<file path="config.mk">
export PLATFORM = sky130hd
export DESIGN_NAME = add_sub_pipe
export DESIGN_NICKNAME = d
export VERILOG_FILES = /design/src/rtl/add_pkg.sv /design/src/rtl/add_sub_pipe_slice.sv /design/src/rtl/add_sub_pipe.sv
export SDC_FILE = /design/constraint.sdc
export NUM_CORES = 1
export LEC_CHECK = 0
export CAP_MARGIN = 5
export CORE_MARGIN = 8
export CORE_UTILIZATION = 41
export CTS_CLUSTER_SIZE = 25
export DETAILED_ROUTE_END_ITERATION = 8
export GPL_TIMING_DRIVEN = 0
export SKIP_LAST_GASP = 1
export SLEW_MARGIN = 20
export SYNTH_ARGS = -nofsm -noshare
export SYNTH_HDL_FRONTEND = slang
export SYNTH_SLANG_ARGS = --single-unit
export TNS_END_PERCENT = 30
</file>
<file path="constraint.sdc">
create_clock -name clk -period 4.6 [get_ports clk]
set_input_delay 0.46 -clock clk [delete_from_list [all_inputs] [get_ports clk]]
set_output_delay 0.46 -clock clk [all_outputs]
set_load 0.03 [all_outputs]
</file>
<file path="src/rtl/add_pkg.sv">
// Shared definitions for the pipelined add/subtract datapath.
package add_pkg;

  // Operation select carried on the op input.
  typedef enum logic {
    OP_ADD = 1'b0,
    OP_SUB = 1'b1
  } op_e;

endpackage : add_pkg

</file>
<file path="src/rtl/add_sub_pipe_slice.sv">
// Combinational ripple-carry adder for one slice of the pipelined adder.
module adder_slice #(
  parameter int WIDTH = 8
) (
  output logic [WIDTH-1:0] sum,
  output logic             cout,
  input  logic [WIDTH-1:0] a,
  input  logic [WIDTH-1:0] b,
  input  logic             cin
);

  logic [WIDTH:0] c;

  // Chain of 1-bit full adders, carry rippling from bit 0 upward.
  always_comb begin
    sum  = '0;
    c    = '0;
    c[0] = cin;
    for (int i = 0; i < WIDTH; i++) begin
      sum[i]   = a[i] ^ b[i] ^ c[i];
      c[i + 1] = (a[i] & b[i]) | (c[i] & (a[i] ^ b[i]));
    end
    cout = c[WIDTH];
  end

endmodule : adder_slice

</file>
<file path="src/rtl/add_sub_pipe.sv">
// Pipelined add/subtract: one WIDTH/STAGES-bit slice per stage, carry
// registered between stages, valid/ready handshake on both sides.
module add_sub_pipe
  import add_pkg::*;
#(
  parameter int WIDTH  = 32,
  parameter int STAGES = 4
) (
  input  logic             clk,
  input  logic             reset,
  input  logic             in_valid,
  output logic             in_ready,
  input  logic [WIDTH-1:0] A,
  input  logic [WIDTH-1:0] B,
  input  logic             op,
  output logic             out_valid,
  input  logic             out_ready,
  output logic [WIDTH-1:0] Z,
  output logic             cout,
  output logic             ovf,
  output logic             zero
);

  localparam int SW   = WIDTH / STAGES;
  localparam int LAST = STAGES - 1;

  if ((STAGES < 1) || (WIDTH % STAGES != 0)) begin : g_bad_cfg
    $error("add_sub_pipe: WIDTH must be a non-zero multiple of STAGES");
  end

  // Subtract is A + ~B + 1; the +1 enters as the stage-0 carry.
  logic [WIDTH-1:0] bx;
  logic             cin0;
  assign bx   = (op == OP_ADD) ? B : ~B;
  assign cin0 = (op == OP_SUB);

  logic [STAGES-1:0] vld_p;
  logic [STAGES-1:0] rdy;

  // Stage k may load when it is empty or its content moves on this cycle.
  always_comb begin
    rdy       = '0;
    rdy[LAST] = !vld_p[LAST] || out_ready;
    for (int k = LAST - 1; k >= 0; k--) begin
      rdy[k] = !vld_p[k] || rdy[k + 1];
    end
  end

  assign in_ready  = rdy[0];
  assign out_valid = vld_p[LAST];

  for (genvar k = 0; k < STAGES; k++) begin : g_st
    localparam int DONE_W = (k + 1) * SW;   // result bits complete after this stage
    localparam int UP_W   = WIDTH - DONE_W; // operand bits still to be added

    logic              vld_q;
    logic              carry_q;
    logic [DONE_W-1:0] sum_q;
    logic              vsrc;
    logic              cin;
    logic [SW-1:0]     a_sl;
    logic [SW-1:0]     b_sl;
    logic [SW-1:0]     s_sl;
    logic              c_sl;
    logic [DONE_W-1:0] sum_d;

    if (k == 0) begin : g_src
      assign vsrc  = in_valid;
      assign cin   = cin0;
      assign a_sl  = A[SW-1:0];
      assign b_sl  = bx[SW-1:0];
      assign sum_d = s_sl;
    end else begin : g_src
      assign vsrc  = g_st[k-1].vld_q;
      assign cin   = g_st[k-1].carry_q;
      assign a_sl  = g_st[k-1].g_up.a_q[SW-1:0];
      assign b_sl  = g_st[k-1].g_up.b_q[SW-1:0];
      assign sum_d = {s_sl, g_st[k-1].sum_q};
    end

    adder_slice #(
      .WIDTH(SW)
    ) u_slice (
      .sum (s_sl),
      .cout(c_sl),
      .a   (a_sl),
      .b   (b_sl),
      .cin (cin)
    );

    // ---- stage k register boundary ----
    // Valid bit: the only state cleared by reset.
    always_ff @(posedge clk) begin
      if (reset) begin
        vld_q <= 1'b0;
      end else if (rdy[k]) begin
        vld_q <= vsrc;
      end
    end

    assign vld_p[k] = vld_q;

    // Completed low sum slices and the carry into the next slice.
    always_ff @(posedge clk) begin
      if (rdy[k]) begin
        carry_q <= c_sl;
        sum_q   <= sum_d;
      end
    end

    if (UP_W > 0) begin : g_up
      logic [UP_W-1:0] a_q;
      logic [UP_W-1:0] b_q;
      logic [UP_W-1:0] a_up;
      logic [UP_W-1:0] b_up;

      if (k == 0) begin : g_usrc
        assign a_up = A[WIDTH-1:SW];
        assign b_up = bx[WIDTH-1:SW];
      end else begin : g_usrc
        assign a_up = g_st[k-1].g_up.a_q[UP_W+SW-1:SW];
        assign b_up = g_st[k-1].g_up.b_q[UP_W+SW-1:SW];
      end

      // Skew registers: operand slices not yet added travel with the result.
      always_ff @(posedge clk) begin
        if (rdy[k]) begin
          a_q <= a_up;
          b_q <= b_up;
        end
      end
    end

    if (k == LAST) begin : g_fin
      logic ovf_q;
      logic zero_q;
      logic ovf_d;
      logic zero_d;

      // Carry into the MSB is a^b^sum at that bit; overflow when it differs
      // from the carry out.
      assign ovf_d  = (a_sl[SW-1] ^ b_sl[SW-1] ^ s_sl[SW-1]) ^ c_sl;
      assign zero_d = (sum_d == '0);

      // Status flags registered together with the final sum.
      always_ff @(posedge clk) begin
        if (rdy[k]) begin
          ovf_q  <= ovf_d;
          zero_q <= zero_d;
        end
      end
    end
  end

  // Result fields read zero whenever no result is presented.
  assign Z    = vld_p[LAST] ? g_st[LAST].sum_q       : '0;
  assign cout = vld_p[LAST] & g_st[LAST].carry_q;
  assign ovf  = vld_p[LAST] & g_st[LAST].g_fin.ovf_q;
  assign zero = vld_p[LAST] & g_st[LAST].g_fin.zero_q;

endmodule : add_sub_pipe

</file>
==> results of run 1 <==
## power by group through the flow
| stage | registers (uW) | clock network (uW) | logic (uW) |
|---|---|---|---|
| 2_1_floorplan | 2310 | 0 | 158 |
| 3_3_place_gp | 2340 | 0 | 278 |
| 3_5_place_dp | 2350 | 0 | 288 |
| 4_1_cts | 2320 | 1530 | 289 |
| 5_1_grt | 2340 | 1610 | 324 |
| 6_report | 2310 | 1500 | 280 |
## synth_stat cells, types with 2 or more instances
master and count:
buf_2 4, fa_1 31, inv_1 44, edfxtp_1 182, dfxtp_1 4, nand2_1 3, xnor2_1 7, xor2_1 27
and2_1 34, nor4_1 7, buf_6 3, nor2_1 6, nand4_1 2
## state kept, by name (all words and copies together), names as in the netlist
name / flops
g_st.sum_q: 80
g_st.g_up.a_q: 48
g_st.g_up.b_q: 48
g_st.carry_q: 4
g_st.vld_q: 3
g_st.g_fin.ovf_q: 1
g_st.g_fin.zero_q: 1
out_valid: 1
## layout make-up
type                            count  area, um^2  share of cell area
Timing Repair Buffer              107        1120               0.123
Tap cell                          225         282              0.0310
Clock inverter                      8         145              0.0160
Buffer                              7        53.8             0.00592
Inverter                           44         165              0.0182
Multi-Input combinational cell    126        1310               0.145
Sequential cell                   186        5550               0.611
Clock buffer                       24         462              0.0508
## per-layer routing
layer,up-vias,share of wire,global-route usage
li1,1522,-,-
met2,75,0.53,0.195
met1,1558,0.41,0.126
met3,12,0.047,0.0388
met5,-,0,0
met4,0,0.015,0.0510
## per-stage QoR
step / area [um^2] / total power, uW
detailed placement: 8480 / 2640
global route: 9080 / 4280
floorplan: 7070 / 2470
global placement: 8390 / 2610
finish: 9080 / 4090
CTS: 9080 / 4140
## cell families after synthesis
| family | count (synthesis) |
|---|---|
| AO/OA/AOI/OAI | 2 |
| XOR/XNOR | 34 |
| adder cells (fa/ha/maj) | 32 |
| flip-flops | 186 |
| buffers and inverters | 51 |
| AND/OR/NAND/NOR | 57 |
| multiplexers | 1 |
## worst register-to-register path, cell delays in order, from the launching register on
cell	delay (ns)
edfxtp_1	0.43
fa_1	0.46
fa_1	0.39
fa_1	0.39
fa_1	0.37
inv_1	0.07
fa_1	0.15
inv_1	0.05
fa_1	0.38
fa_1	0.37
inv_1	0.07
fa_1	0.46
nand4_1	0.12
nor3_2	0.05
## worst max path at each step
| stage | to | slack [ns] | depth (start not counted) |
|---|---|---|---|
| global placement | g_st[0].sum_q[7]$_DFFE_PP_ | 0.25 | 11 |
| floorplan | g_st[0].sum_q[7]$_DFFE_PP_ | 0.65 | 12 |
| detailed placement | g_st[0].sum_q[7]$_DFFE_PP_ | 0.21 | 11 |
| global route | g_st[3].g_fin.zero_q$_DFFE_PP_ | 0.34 | 13 |
| finish | g_st[3].g_fin.zero_q$_DFFE_PP_ | 0.58 | 13 |
| CTS | g_st[3].g_fin.zero_q$_DFFE_PP_ | 0.55 | 13 |
## placed cells by master, fill, tap and decap left out, types with 2 or more instances in the layout
cell / n
edfxtp_1: 182
clkdlybuf4s50_1: 104
inv_1: 42
and2_1: 34
fa_1: 31
xor2_1: 27
clkbuf_16: 17
xnor2_1: 7
nor4_1: 7
nor2_1: 6
clkbuf_1: 6
buf_2: 4
bufinv_16: 4
dfxtp_1: 4
buf_6: 3
inv_2: 2
nand4_1: 2
clkinvlp_4: 2
clkinv_2: 2
buf_16: 2
==> results_dict.tcl, run 1 <==
set metrics [dict create \
    p_comb_frac 0.069 \
    cts_max_path_buffers 2 \
    die_y_um 147 \
    synth_edf_count 182 \
    powerDensity_nw_per_um2 450 \
    synthArstFlopShare 0 \
    min_path_type "reg2reg" \
    worstPathArrival_ns 4.19 \
    path_clk_slew_ns 0.06 \
    startpoint "g_st[2].carry_q$_DFFE_PP_" \
    yosys.area_share.xor_xnor 0.0421 \
    antenna_cells 0 \
    netlist_instances 363 \
    cp_max_fo 3 \
    min_path_cells 0 \
    cp_cell_sequence "fa_1 > fa_1 > fa_1 > fa_1 > inv_1 > fa_1 > inv_1 > fa_1 > fa_1 > inv_1 > fa_1 > nand4_1 > nor3_2" \
    rows 48 \
    finClkSkew_ns 0.00996 \
    fin_setup_tns_ns 0 \
    synth_area_um2 7070 \
    grt_max_degree 59 \
    rsz0062_at_grt "false" \
    endpoint_kind "register" \
    synth_compound_area_frac 0.00195 \
    required_ns 4.77 \
    antenna_found_initial 0 \
    slew_violations 0 \
    hold_buffers 0 \
    instances_no_fill 727 \
    yosys.area_share.simple 0.0492 \
    yosysWarningCount 0 \
    finalHoldViolCount 0 \
    outcome "completed" \
    grt_pass1_wl_um 18600 \
    path_class "reg2reg" \
    globalplace.congestion 0.756 \
    worstMarginPinSlew_ns 0.749 \
    yosys.area.top_type_share 0.773 \
    reg2reg_from "g_st[2].carry_q$_DFFE_PP_" \
    die_x_um 147 \
    switching_share 0.196 \
    synth_area_leaders "edfxtp_1 (77%), fa_1 (8.8%), xor2_1 (3.3%)" \
    nets 590 \
    grt_pass1_vias 3639 \
    wl_um 11500 \
    preCtsSetupSlack_ns 0.210 \
    layout-drive-gt1-share 0.0916 \
    peakVddDrop_mv 0.227 \
    crit_path_start_kind "register" \
    critPathMostFrequentCell "fa_1" \
    crit_buf_inv 3 \
    hold_start "g_st[1].g_up.b_q[9]$_DFFE_PP_" \
    portBuffers 104 \
    cts_root_buf "clkbuf_16" \
    clock_power_share 0.366 \
    synth_area_leader_cell "edfxtp_1" \
    max_stage_delay_ns 0.46 \
    p_leak_uw 0.00346 \
    power.internal_uw 3290 \
    num_vias 3167 \
    dp.cells 695 \
    start_util 0.414 \
    avgSynthCellArea_um2 19.5 \
    worstSkewPairLatency_ns 0.42 \
    yosysUniqueCellTypes 22 \
    area_delta_synth_final_pct 28.5 \
    overflow 0 \
    min_to "g_st[2].g_up.b_q[1]$_DFFE_PP_" \
    h-tree-depth 4 \
    wl_per_cell_um 15.8 \
    grt_usage 0.114 \
    synth_fa_ha_area_frac 0.0896 \
    ys_seq_elements 186 \
    fillers 1409 \
    core_um2 17100 \
    dieArea_um2 21700 \
    switchingPower_uw 802 \
    r2r-end "g_st[3].g_fin.zero_q$_DFFE_PP_" \
    cts_tree "built" \
    cp_top_family "adder cells" \
    worst_r2r_path_depth 13 \
    reg2reg_slack_ns 0.58 \
    drcViolationCount 0 \
    fin_util 0.532 \
    fin_ws_ns 0.583 \
    dr.pass1.iters 4 \
    setup_viol 0 \
    cts_setup_buffers 0 \
    ys.flop_type "edfxtp_1" \
    slowest_stage "fa_1" \
    drtIter0Drc 241 \
    drv_cap 0 \
    p_seq_frac 0.565 \
    cts_buffers 17 \
    synth_nets 464 \
    max_freq_mhz 249 \
    clock-sinks 186 \
    cts_resized 0 \
    via_per_inst 4.36 \
    ios 106 \
    synth_top_family_by_area "adder cells" \
    holdWs_ns 0.418 \
    dp_hpwl_um 8420 \
    period_minus_slack_ns 4.02 \
    ant_nets 0 \
    slew_headroom 0.500 \
    fin_crit_sh 0.873 \
    synth.area.mux_share 0.00159 \
    ys_seq_area_frac 0.785 \
]
(Power assumes the default switching activity.)
==> run 2, diff against run 1 <==
--- a/config.mk
+++ b/config.mk
@@ -8,9 +8,11 @@
 export CAP_MARGIN = 5
 export CORE_MARGIN = 8
 export CORE_UTILIZATION = 41
+export CTS_BUF_LIST = sky130_fd_sc_hd__clkbuf_2 sky130_fd_sc_hd__clkbuf_4 sky130_fd_sc_hd__clkbuf_8
 export CTS_CLUSTER_SIZE = 25
 export DETAILED_ROUTE_END_ITERATION = 8
 export GPL_TIMING_DRIVEN = 0
+export HOLD_SLACK_MARGIN = 0.02
 export SKIP_LAST_GASP = 1
 export SLEW_MARGIN = 20
 export SYNTH_ARGS = -nofsm -noshare
==> results_dict.tcl, run 2 (same netlist as run 1, synthesis figures left out) <==
set metrics [dict create \
    outcome "completed" \
    r2r-end "g_st[3].g_fin.zero_q$_DFFE_PP_" \
    critPathMostFrequentCell "fa_1" \
    required_ns 4.80 \
    peakVddDrop_mv 0.208 \
    cp_top_family "adder cells" \
    h-tree-depth 4 \
    cts_buffers 17 \
    area_delta_synth_final_pct 26.1 \
    largest_reg_flops 80 \
    antenna_cells 0 \
    layout-drive-gt1-share 0.104 \
    grt_max_degree 59 \
    portBuffers 104 \
    cts_setup_buffers 0 \
    slowest_stage "fa_1" \
    ant_nets 0 \
    wl_per_cell_um 15.6 \
    clock-sinks 186 \
    slew_violations 0 \
    globalplace.congestion 0.756 \
    ios 106 \
    slew_headroom 0.506 \
    powerDensity_nw_per_um2 421 \
    grt_pass1_wl_um 18400 \
    finClkSkew_ns 0.0123 \
    min_path_cells 0 \
    worstMarginPinSlew_ns 0.740 \
    fillers 1427 \
    final_cell_mix "edfxtp_1 (182), clkdlybuf4s50_1 (104), inv_1 (42)" \
    postPlaceCellArea_um2 8480 \
    wl_um 11400 \
    grt_usage 0.112 \
    path_clk_slew_ns 0.09 \
    fin_crit_sh 0.877 \
    num_vias 3148 \
    drcViolationCount 0 \
    cts_root_buf "clkbuf_8" \
    crit_path_start_kind "register" \
    antenna_found_initial 0 \
    drv_cap 0 \
    nets 590 \
    cp_cell_sequence "fa_1 > fa_1 > fa_1 > fa_1 > inv_1 > fa_1 > inv_1 > fa_1 > fa_1 > inv_1 > fa_1 > nand4_1 > nor3_2" \
    via_per_inst 4.33 \
    cts_max_path_buffers 2 \
    worstSkewPairLatency_ns 0.44 \
    die_x_um 147 \
    drtIter0Drc 182 \
    rsz0062_at_grt "false" \
    period_minus_slack_ns 4.03 \
    cp_max_fo 3 \
    worst_r2r_path_depth 13 \
    top_register "g_st.sum_q" \
    path_class "reg2reg" \
    overflow 0 \
    cts_resized 0 \
    cts_tree "built" \
    min_path_type "reg2reg" \
    start_util 0.414 \
    die_y_um 147 \
    endpoint_kind "register" \
    final_common_cell "edfxtp_1" \
    reg2reg_slack_ns 0.57 \
    top_regs "g_st.sum_q (80), g_st.g_up.a_q (48), g_st.g_up.b_q (48)" \
    min_to "g_st[1].g_up.a_q[9]$_DFFE_PP_" \
    dr.pass1.iters 4 \
    dp_hpwl_um 8420 \
    rows 48 \
    setup_viol 0 \
    reg2reg_from "g_st[2].carry_q$_DFFE_PP_" \
    core_um2 17100 \
    grt_pass1_vias 3595 \
    max_stage_delay_ns 0.46 \
    final_cell_area_um2 8910 \
    crit_buf_inv 3 \
    worstPathArrival_ns 4.24 \
    finalHoldViolCount 0 \
    dieArea_um2 21700 \
    hold_start "g_st[0].g_up.a_q[17]$_DFFE_PP_" \
    hold_buffers 0 \
    fin_setup_tns_ns 0 \
    p_leak_uw 0.00339 \
    max_freq_mhz 248 \
]
run 2: through the flow:
stage / power [uW] / utilization / worst slack, ns / instances / hold slack (ns)
after floorplan: 2470 / - / 0.655 / 363 / 0.400
after global placement: 2610 / 0.492 / 0.246 / 692 / 0.400
after detailed placement: 2640 / 0.497 / 0.210 / 695 / 0.405
after CTS: 3810 / 0.523 / 0.547 / 727 / 0.414
after global routing: 3940 / 0.523 / 0.340 / 727 / 0.430
final: 3760 / 0.523 / 0.565 / 727 / 0.422
run 2: power breakdown:
group          internal, uW  switching [uW]  leakage (uW)  total, uW
Combinational           150             130       0.00121        280
Clock                   642             527      0.000222       1170
Sequential             2210            96.5       0.00196       2310
run 2: worst max path at each step:
stage / slack [ns] / cells past startpoint / from / to
2_1_floorplan: 0.65 / 12 / op / g_st[0].sum_q[7]$_DFFE_PP_
3_3_place_gp: 0.25 / 11 / B[0] / g_st[0].sum_q[7]$_DFFE_PP_
3_5_place_dp: 0.21 / 11 / B[0] / g_st[0].sum_q[7]$_DFFE_PP_
4_1_cts: 0.55 / 13 / g_st[2].carry_q$_DFFE_PP_ / g_st[3].g_fin.zero_q$_DFFE_PP_
5_1_grt: 0.34 / 13 / g_st[2].carry_q$_DFFE_PP_ / g_st[3].g_fin.zero_q$_DFFE_PP_
6_report: 0.57 / 13 / g_st[2].carry_q$_DFFE_PP_ / g_st[3].g_fin.zero_q$_DFFE_PP_
run 2: final cells by class:
class / instances / area [um^2] / area share
plain buffers: 7 / 53.8 / 0.00604
clock buffers: 24 / 293 / 0.0328
clock inverters: 8 / 145 / 0.0163
inverters: 44 / 165 / 0.0185
multi-input cells: 126 / 1310 / 0.147
flip-flops and latches: 186 / 5550 / 0.622
well taps: 225 / 282 / 0.0316
repair buffers: 107 / 1120 / 0.125
run 2: per-layer routing:
layer	routed length, um	GRT usage	vias up	share of wire
li1	-	-	1518	-
met4	212	0.0541	0	0.019
met3	586	0.0341	14	0.052
met2	5970	0.194	81	0.53
met1	4580	0.124	1535	0.40
met5	0	0	-	0
==> run 3, diff against run 2 <==
--- a/config.mk
+++ b/config.mk
@@ -6,6 +6,7 @@
 export NUM_CORES = 1
 export LEC_CHECK = 0
 export CAP_MARGIN = 5
+export CORE_ASPECT_RATIO = 1.75
 export CORE_MARGIN = 8
 export CORE_UTILIZATION = 41
 export CTS_BUF_LIST = sky130_fd_sc_hd__clkbuf_2 sky130_fd_sc_hd__clkbuf_4 sky130_fd_sc_hd__clkbuf_8
==> results_dict.tcl, run 3 (same netlist as run 1, synthesis figures left out) <==
set metrics [dict create \
    final_cell_mix "edfxtp_1 (182), clkdlybuf4s50_1 (104), inv_1 (42)" \
    finalHoldViolCount 0 \
    slew_violations 0 \
    preCtsSetupSlack_ns 0.291 \
    cts_resized 0 \
    rsz0062_at_grt "false" \
    ios 106 \
    endpoint_kind "register" \
    grt_pass1_vias 3414 \
    p_leak_uw 0.00335 \
    regArea_um2 5550 \
    finClkSkew_ns 0.00923 \
    die_y_um 190 \
    clock-sinks 186 \
    via_per_inst 4.24 \
    layout-drive-gt1-share 0.102 \
    drv_cap 0 \
    antenna_cells 0 \
    fin_ws_ns 0.517 \
    start_util 0.417 \
    path_clk_slew_ns 0.09 \
    period_minus_slack_ns 4.08 \
    final_cell_area_um2 8850 \
    h-tree-depth 4 \
    dr.pass1.iters 4 \
    required_ns 4.81 \
    reg2reg_slack_ns 0.52 \
    fin_crit_sh 0.888 \
    globalplace.congestion 0.733 \
    cp_max_fo 3 \
    num_vias 3084 \
    grt_pass1_wl_um 16100 \
    cts_tree "built" \
    final_common_cell "edfxtp_1" \
    cts_root_buf "clkbuf_8" \
    overflow 0 \
    cts_max_path_buffers 2 \
    peakVddDrop_mv 0.244 \
    cts_setup_buffers 0 \
    core_um2 16900 \
    instances_no_fill 728 \
    worst_r2r_path_depth 13 \
    dp_hpwl_um 7790 \
    worstMarginPinSlew_ns 0.759 \
    r2r-end "g_st[3].g_fin.zero_q$_DFFE_PP_" \
    outcome "completed" \
    reg2reg_from "g_st[2].carry_q$_DFFE_PP_" \
    dieArea_um2 21900 \
    cts_buffers 17 \
    powerDensity_nw_per_um2 413 \
    startpoint "g_st[2].carry_q$_DFFE_PP_" \
    ant_nets 0 \
    wl_um 10100 \
    antenna_found_initial 0 \
    area_delta_synth_final_pct 25.2 \
    grt_usage 0.0987 \
    nets 589 \
    multi_input_comb_area_um2 1310 \
    top_regs "g_st.sum_q (80), g_st.g_up.a_q (48), g_st.g_up.b_q (48)" \
    drcViolationCount 0 \
    drtIter0Drc 111 \
    crit_path_start_kind "register" \
    top_register "g_st.sum_q" \
    slew_headroom 0.494 \
    power_uw 3660 \
    wl_per_cell_um 13.9 \
    critPathCapture "g_st[3].g_fin.zero_q$_DFFE_PP_" \
    postPlaceCellArea_um2 8440 \
    dp.cells 696 \
    largest_reg_flops 80 \
    fillers 1393 \
    min_path_type "reg2reg" \
    path_class "reg2reg" \
    worstSkewPairLatency_ns 0.45 \
    hold_buffers 0 \
    grt_max_degree 59 \
    fin_setup_tns_ns 0 \
    worstPathArrival_ns 4.29 \
    portBuffers 104 \
    max_freq_mhz 245 \
    die_x_um 115 \
    setup_viol 0 \
    rows 63 \
]
==> run 3: cell count changes in the layout (fill, tap and decap cells not counted) <==
cell       delta
bufinv_16     -2
clkinv_4      +4
inv_6         +3
inv_8         +2
clkbuf_8      -1
clkbuf_4      -5
clkinv_2      -1
buf_16        -2
buf_12        +1
==> run 3: metrics by stage <==
stage	hold WS, ns	utilization
finish	0.422	0.522
global route	0.423	0.522
CTS	0.408	0.522
detailed placement	0.405	0.498
global placement	0.402	0.495
floorplan	0.400	-
==> run 3: worst min-delay path by stage <==
stage,start,endpoint,slack (ns),depth (start not counted)
6_report,g_st[1].g_up.b_q[9]$_DFFE_PP_,g_st[2].g_up.b_q[1]$_DFFE_PP_,0.42,0
5_1_grt,op,g_st[0].g_up.b_q[7]$_DFFE_PP_,0.42,2
2_1_floorplan,g_st[0].g_up.a_q[8]$_DFFE_PP_,g_st[1].g_up.a_q[0]$_DFFE_PP_,0.40,0
4_1_cts,op,g_st[0].g_up.b_q[7]$_DFFE_PP_,0.41,2
3_3_place_gp,g_st[1].g_up.a_q[14]$_DFFE_PP_,g_st[2].g_up.a_q[6]$_DFFE_PP_,0.40,0
3_5_place_dp,g_st[0].g_up.b_q[13]$_DFFE_PP_,g_st[1].g_up.b_q[5]$_DFFE_PP_,0.40,0
==> run 3: worst max-delay path, stage by stage (launching register included) <==
cell and delay [ns]:
edfxtp_1 0.43, fa_1 0.46, fa_1 0.41, fa_1 0.40
fa_1 0.38, inv_1 0.08, fa_1 0.16, inv_1 0.05
fa_1 0.39, fa_1 0.37, inv_1 0.07, fa_1 0.45
nand4_1 0.14, nor3_2 0.06
==> run 3: layout make-up <==
| class | count | share of cell area |
|---|---|---|
| buffer | 7 | 0.00608 |
| tap | 227 | 0.0321 |
| sequential | 186 | 0.627 |
| multi-input combinational | 126 | 0.148 |
| inverter | 44 | 0.0187 |
| clock buffer | 18 | 0.0273 |
| clock inverter | 14 | 0.0185 |
| timing repair buffer | 106 | 0.122 |
==> run 3: power by group <==
part           internal [uW]  leakage [uW]  switching (uW)
logic                    151       0.00119             128
registers               2210       0.00196            95.9
clock network            503      0.000201             566
==> run 3: per-layer routing <==
layer	track usage	routed length, um	up-vias
li1	-	-	1509
met1	0.0883	3550	1477
met2	0.186	5740	83
met3	0.0321	613	15
met4	0.0564	216	0
met5	0	0	-
